==> src/rtl/id_stage.sv <==
// id_stage: instruction decode with register file, immediate extension,
// branch resolution and the ID/EX pipeline register (freeze/flush).
module id_stage #(
  parameter int NREG = 32
) (
  input  logic        clk,
  input  logic        rst,
  input  logic        freeze,
  input  logic        flush,
  input  logic [31:0] instr,
  input  logic [31:0] pc_in,
  input  logic        wb_en,
  input  logic [4:0]  wb_dest,
  input  logic [31:0] wb_value,
  output logic [4:0]  src1,
  output logic [4:0]  src2,
  output logic        two_src,
  output logic        branch_taken,
  output logic [31:0] branch_addr,
  output logic [31:0] pc_out,
  output logic [31:0] val1,
  output logic [31:0] val2,
  output logic [31:0] st_val,
  output logic [4:0]  dest,
  output logic [3:0]  exe_cmd,
  output logic        mem_r_en,
  output logic        mem_w_en,
  output logic        wb_en_out
);

  typedef struct packed {
    logic [31:0] pc;
    logic [31:0] v1;
    logic [31:0] v2;
    logic [31:0] st;
    logic [4:0]  dest;
    logic [3:0]  cmd;
    logic        mr;
    logic        mw;
    logic        wb;
  } idex_t;

  localparam idex_t BUBBLE = '{
    pc: 32'h0, v1: 32'h0, v2: 32'h0, st: 32'h0,
    dest: 5'h0, cmd: 4'hF, mr: 1'b0, mw: 1'b0, wb: 1'b0
  };

  localparam logic [5:0] OP_ADD  = 6'd1;
  localparam logic [5:0] OP_SUB  = 6'd3;
  localparam logic [5:0] OP_AND  = 6'd5;
  localparam logic [5:0] OP_OR   = 6'd6;
  localparam logic [5:0] OP_NOR  = 6'd7;
  localparam logic [5:0] OP_XOR  = 6'd8;
  localparam logic [5:0] OP_SLA  = 6'd9;
  localparam logic [5:0] OP_SLL  = 6'd10;
  localparam logic [5:0] OP_SRA  = 6'd11;
  localparam logic [5:0] OP_SRL  = 6'd12;
  localparam logic [5:0] OP_ADDI = 6'd32;
  localparam logic [5:0] OP_SUBI = 6'd33;
  localparam logic [5:0] OP_LD   = 6'd36;
  localparam logic [5:0] OP_ST   = 6'd37;
  localparam logic [5:0] OP_BEZ  = 6'd40;
  localparam logic [5:0] OP_BNE  = 6'd41;
  localparam logic [5:0] OP_JMP  = 6'd42;

  logic [5:0]  op;
  logic [4:0]  rs, rt, rd;
  logic [31:0] sext;
  logic [31:0] rs_v, rt_v;
  logic [31:0] regs_q [NREG];
  idex_t       idex_q, idex_d, dec;

  logic [3:0] cmd;
  logic       rtype, imm_wb, ld, st, bez, bne, jmp;

  assign op   = instr[31:26];
  assign rs   = instr[25:21];
  assign rt   = instr[20:16];
  assign rd   = instr[15:11];
  assign sext = {{16{instr[15]}}, instr[15:0]};

  always_comb begin
    cmd    = 4'hF;
    rtype  = 1'b0;
    imm_wb = 1'b0;
    ld     = 1'b0;
    st     = 1'b0;
    bez    = 1'b0;
    bne    = 1'b0;
    jmp    = 1'b0;
    unique case (op)
      OP_ADD:  begin cmd = 4'h0; rtype = 1'b1; end
      OP_SUB:  begin cmd = 4'h2; rtype = 1'b1; end
      OP_AND:  begin cmd = 4'h4; rtype = 1'b1; end
      OP_OR:   begin cmd = 4'h5; rtype = 1'b1; end
      OP_NOR:  begin cmd = 4'h6; rtype = 1'b1; end
      OP_XOR:  begin cmd = 4'h7; rtype = 1'b1; end
      OP_SLA,
      OP_SLL:  begin cmd = 4'h8; rtype = 1'b1; end
      OP_SRA:  begin cmd = 4'h9; rtype = 1'b1; end
      OP_SRL:  begin cmd = 4'hA; rtype = 1'b1; end
      OP_ADDI: begin cmd = 4'h0; imm_wb = 1'b1; end
      OP_SUBI: begin cmd = 4'h2; imm_wb = 1'b1; end
      OP_LD:   begin cmd = 4'h0; ld = 1'b1; end
      OP_ST:   begin cmd = 4'h0; st = 1'b1; end
      OP_BEZ:  bez = 1'b1;
      OP_BNE:  bne = 1'b1;
      OP_JMP:  jmp = 1'b1;
      default: ;
    endcase
  end

  // Reads bypass the write-back port so decode never sees a stale value.
  assign rs_v = (rs == 5'd0 || int'(rs) >= NREG) ? 32'h0 :
                (wb_en && wb_dest == rs) ? wb_value : regs_q[rs];
  assign rt_v = (rt == 5'd0 || int'(rt) >= NREG) ? 32'h0 :
                (wb_en && wb_dest == rt) ? wb_value : regs_q[rt];

  always_ff @(posedge clk or posedge rst) begin
    if (rst) begin
      regs_q <= '{default: 32'h0};
    end else if (wb_en && wb_dest != 5'd0 && int'(wb_dest) < NREG) begin
      regs_q[wb_dest] <= wb_value;
    end
  end

  assign src1         = rs;
  assign src2         = rt;
  assign two_src      = rtype | st | bne;
  assign branch_addr  = pc_in + {sext[29:0], 2'b00};
  assign branch_taken = ~freeze &
                        (jmp | (bez & (rs_v == 32'h0)) | (bne & (rs_v != rt_v)));

  always_comb begin
    dec      = BUBBLE;
    dec.pc   = pc_in;
    dec.v1   = rs_v;
    dec.v2   = rtype ? rt_v : sext;
    dec.st   = rt_v;
    dec.cmd  = cmd;
    dec.mr   = ld;
    dec.mw   = st;
    dec.wb   = rtype | imm_wb | ld;
    dec.dest = rtype ? rd : (imm_wb | ld) ? rt : 5'd0;
  end

  always_comb begin
    idex_d = dec;
    if (flush)       idex_d = BUBBLE;
    else if (freeze) idex_d = idex_q;
  end

  always_ff @(posedge clk or posedge rst) begin
    if (rst) idex_q <= BUBBLE;
    else     idex_q <= idex_d;
  end

  assign pc_out    = idex_q.pc;
  assign val1      = idex_q.v1;
  assign val2      = idex_q.v2;
  assign st_val    = idex_q.st;
  assign dest      = idex_q.dest;
  assign exe_cmd   = idex_q.cmd;
  assign mem_r_en  = idex_q.mr;
  assign mem_w_en  = idex_q.mw;
  assign wb_en_out = idex_q.wb;

endmodule
==> config.mk <==
export PLATFORM = sky130hd
export DESIGN_NAME = id_stage
export DESIGN_NICKNAME = d
export VERILOG_FILES = /design/src/rtl/id_stage.sv
export SDC_FILE = /design/constraint.sdc
export NUM_CORES = 2
export LEC_CHECK = 0
export CAP_MARGIN = 20
export CORE_UTILIZATION = 61
export CTS_CLUSTER_SIZE = 28
export DETAILED_ROUTE_END_ITERATION = 8
export PLACE_DENSITY = 0.8
export SLEW_MARGIN = 20
export SYNTH_ARGS = -nofsm -noshare
export SYNTH_HDL_FRONTEND = slang
export SYNTH_SLANG_ARGS = --single-unit
==> constraint.sdc <==
create_clock -name clk -period 51.2 [get_ports clk]
set_clock_uncertainty 0.05 [all_clocks]
set_input_delay 5.12 -clock clk [delete_from_list [all_inputs] [get_ports clk]]
set_output_delay 5.12 -clock clk [all_outputs]
set_load 0.01 [all_outputs]
==> flow_metrics.env <==
export IMPL_cp_end_kind="output port"
export IMPL_placedCellCount=5782
export IMPL_clock_latency_ns=0.74
export IMPL_ys_seq_area_frac=0.463
export IMPL_path_cells="buf_8 -> buf_4 -> buf_4 -> mux4_2 -> o22ai_1 -> nor4_1 -> o21bai_1 -> a22oi_1 -> xor2_1 -> nor4_1 -> nand2_1 -> nor4_2 -> o32ai_2 -> clkdlybuf4s50_1"
export IMPL_hold_viol=0
export IMPL_h_tree_depth=3
export IMPL_finalCriticalPeriod_ns=15.93
export IMPL_vdd_drop_max_uv=33.8
export IMPL_ys_flop_type="dfrtp_1"
export IMPL_cp_required_ns=46.03
export IMPL_cp_slowest_cell="buf_4"
export IMPL_gp_congestion=0.937
export IMPL_layoutNonFillerInstCount=6008
export IMPL_post_drt_wl_per_cell_um=33.4
export IMPL_synth_area_top_cells="dfrtp_1 (46%), mux4_2 (18%), mux2_2 (18%), mux2i_1 (2.1%), clkbuf_1 (1.6%)"
export IMPL_num_fill_cells=6845
export IMPL_cellLeakagePower_nw=30.4
export IMPL_cts_sink_count=1164
export IMPL_fin_tns_setup_ns=0
export IMPL_vias=43800
export IMPL_cp_top_family="buffers and inverters"
export IMPL_grt_pass1_wl_um=297000
export IMPL_core_mm2=0.102
export IMPL_ys_types=83
export IMPL_path_buf_inv=4
export IMPL_synth_top_cell_by_area="dfrtp_1"
export IMPL_nNetsFinal=4672
export IMPL_syn_avg_cell_area_um2=14.1
export IMPL_syn2layout_area_growth_pct=11.9
export IMPL_vias_per_cell=7.29
export IMPL_overflow=0
export IMPL_clock_path_buffers=3
export IMPL_setup_viol_count_final=0
export IMPL_max_freq_ghz=0.0628
export IMPL_cp_start_kind="input port"
export IMPL_initial_core_util=0.616
export IMPL_cts_setup_buffers=0
export IMPL_stdcell_area_mm2=0.0704
export IMPL_grt_setup_unrepaired="false"
export IMPL_dieArea_mm2=0.104
export IMPL_worstMarginPinSlew_ns=1.23
export IMPL_grt_max_degree=120
export IMPL_fin_util=0.690
export IMPL_ys_ff_latch=1164
export IMPL_drtAntennaViolNets=0
export IMPL_synth_common_cells="dfrtp_1 (1,160), mux2_2 (1,003), mux4_2 (503)"
export IMPL_cts_hold_buf=0
export IMPL_grtUsageTotal=0.392
export IMPL_drive_gt1_frac=0.411
export IMPL_cap_violations=0
export IMPL_synthCells=4473
export IMPL_die_x_um=323
export IMPL_synthArstFlopShare=1.00
export IMPL_cp_arrival_ns=10.76
export IMPL_slew_violations=0
export IMPL_die_h_um=323
export IMPL_holdWs_ns=0.350
export IMPL_dr_pass1_iters=8
export IMPL_port_buffers=289
export IMPL_crit_type="input port to output port"
export IMPL_status="complete, no violations"
export IMPL_netlist_area_leader_share=0.462
export IMPL_synth_most_common_cell="dfrtp_1"
export IMPL_post_cts_resized=0
export IMPL_place_area_mm2=0.0663
export IMPL_clk_pin_slew_ns=0.06
export IMPL_drt_iter0_markers=5392
export IMPL_cts_root_buf="clkbuf_16"
export IMPL_grt_pass1_vias=43800
export IMPL_rows=117
export IMPL_synth_enable_flop_cells=0
export IMPL_synth_nets=4609
export IMPL_wl_um=201000
export IMPL_cts_tree="yes"
export IMPL_synth_cell_area_mm2=0.0629
export IMPL_numCtsBuffers=120
export IMPL_relSlewSlack=0.172
export IMPL_min_period_over_period=0.311
export IMPL_post_route_drc_count=0
export IMPL_hpwl_um=122000
export IMPL_cpPeakStageDelay_ns=0.87
export IMPL_ys_warnings_count=0
export IMPL_p_per_area_mw_per_mm2=38.6
export IMPL_cp_max_fo=59
export IMPL_hold_path_class="flip-flop to flip-flop"
export IMPL_ios=290
export IMPL_antenna_found_initial=8
power by group:
group | internal [mW] | leakage [nW] | switching [mW]
Combinational | 0.337 | 13.4 | 0.266
Clock | 0.525 | 2.01 | 0.380
Sequential | 1.08 | 15.0 | 0.124
logic make-up after synthesis:
group,after synthesis,share of synthesized area
flip-flops,1164,0.463
AND/OR/NAND/NOR,607,0.0436
buffers and inverters,489,0.0387
AO/OA/AOI/OAI,453,0.0481
adder cells (fa/ha/maj),30,0.00609
multiplexers,1664,0.391
XOR/XNOR,66,0.00919
layout by cell type (no fill, tap or decap), types with 7 or more instances in the layout:
cell type | netlist | final
buf_4 | 51 | 124
a31oi_1 | 17 | 17
a32oi_1 | 23 | 23
nand2b_1 | 18 | 18
nand2_2 | 0 | 15
nand4_1 | 12 | 12
o22ai_1 | 44 | 44
a211oi_1 | 19 | 19
nor3b_1 | 7 | 7
clkbuf_16 | 0 | 122
clkinv_2 | 0 | 23
inv_1 | 17 | 15
and2_1 | 8 | 8
nor2_1 | 262 | 244
clkbuf_1 | 269 | 25
ha_1 | 29 | 29
o21ai_0 | 48 | 47
a22oi_1 | 62 | 62
nand2_1 | 161 | 146
nand3_1 | 31 | 31
mux2i_1 | 134 | 134
dfrtp_1 | 1160 | 1160
mux4_2 | 503 | 503
nor4_1 | 19 | 19
clkbuf_8 | 0 | 30
bufinv_16 | 0 | 9
nor2b_1 | 29 | 25
a221o_1 | 9 | 9
xor2_1 | 20 | 20
nor2_4 | 0 | 17
nor3_1 | 22 | 20
or3_1 | 8 | 8
a21oi_1 | 131 | 131
mux4_1 | 24 | 24
mux2_2 | 1003 | 1003
xnor2_1 | 46 | 46
a2111oi_0 | 7 | 7
clkdlybuf4s50_1 | 0 | 276
a21o_1 | 29 | 29
through the flow:
stage	power, mW	setup WS [ns]
after floorplan	1.62	13.25
after global placement	1.77	35.33
after detailed placement	1.80	35.28
after CTS	2.70	35.25
after global routing	2.80	34.92
final	2.72	35.27
worst reg2reg max path: stages, from the launching register on:
cell and delay [ns]:
dfrtp_1 0.40, mux4_1 0.52, mux4_2 0.51, nand2b_1 0.22, a32oi_1 0.80, a21oi_1 0.22, a21o_1 0.22
layer usage:
metal,wire length [µm],track usage,vias up
met2,88500,0.570,3164
met3,27000,0.140,694
li1,-,-,17100
met5,77,0,-
met4,11800,0.203,10
met1,73500,0.521,22800
final cells by class:
class,count,area [µm²],share of cell area
well taps,1368,1710,0.0243
inverters,17,73.8,0.00105
clock buffers,177,3560,0.0506
clock inverters,43,517,0.00734
diodes,6,15.0,0.000213
flip-flops and latches,1164,29100,0.414
repair buffers,413,3830,0.0545
multi-input cells,2820,31500,0.448
registers in the layout, indices dropped and copies added (netlist names):
register and cells:
regs_q 1024, pc_out 32, st_val 32, val1 32, val2 32, dest 5, exe_cmd 4, mem_r_en 1
mem_w_en 1, wb_en_out 1
worst paths after layout:
check	from	end	slack, ns	cells past startpoint
worst max-delay path	instr[17]	branch_taken	35.27	14
worst min-delay path	regs_q[1013]$_DFFE_PP0P_	regs_q[1013]$_DFFE_PP0P_	0.35	0
worst max register to register	regs_q[219]$_DFFE_PP0P_	val2[27]$_DFFE_PP0P_	48.16	6
worst min register to register	regs_q[1013]$_DFFE_PP0P_	regs_q[1013]$_DFFE_PP0P_	0.35	0
max in group asynchronous	rst	regs_q[138]$_DFFE_PP0P_	42.34	6
min in group asynchronous	rst	regs_q[279]$_DFFE_PP0P_	4.92	2
No activity file was read; power rests on OpenSTA's default activity.
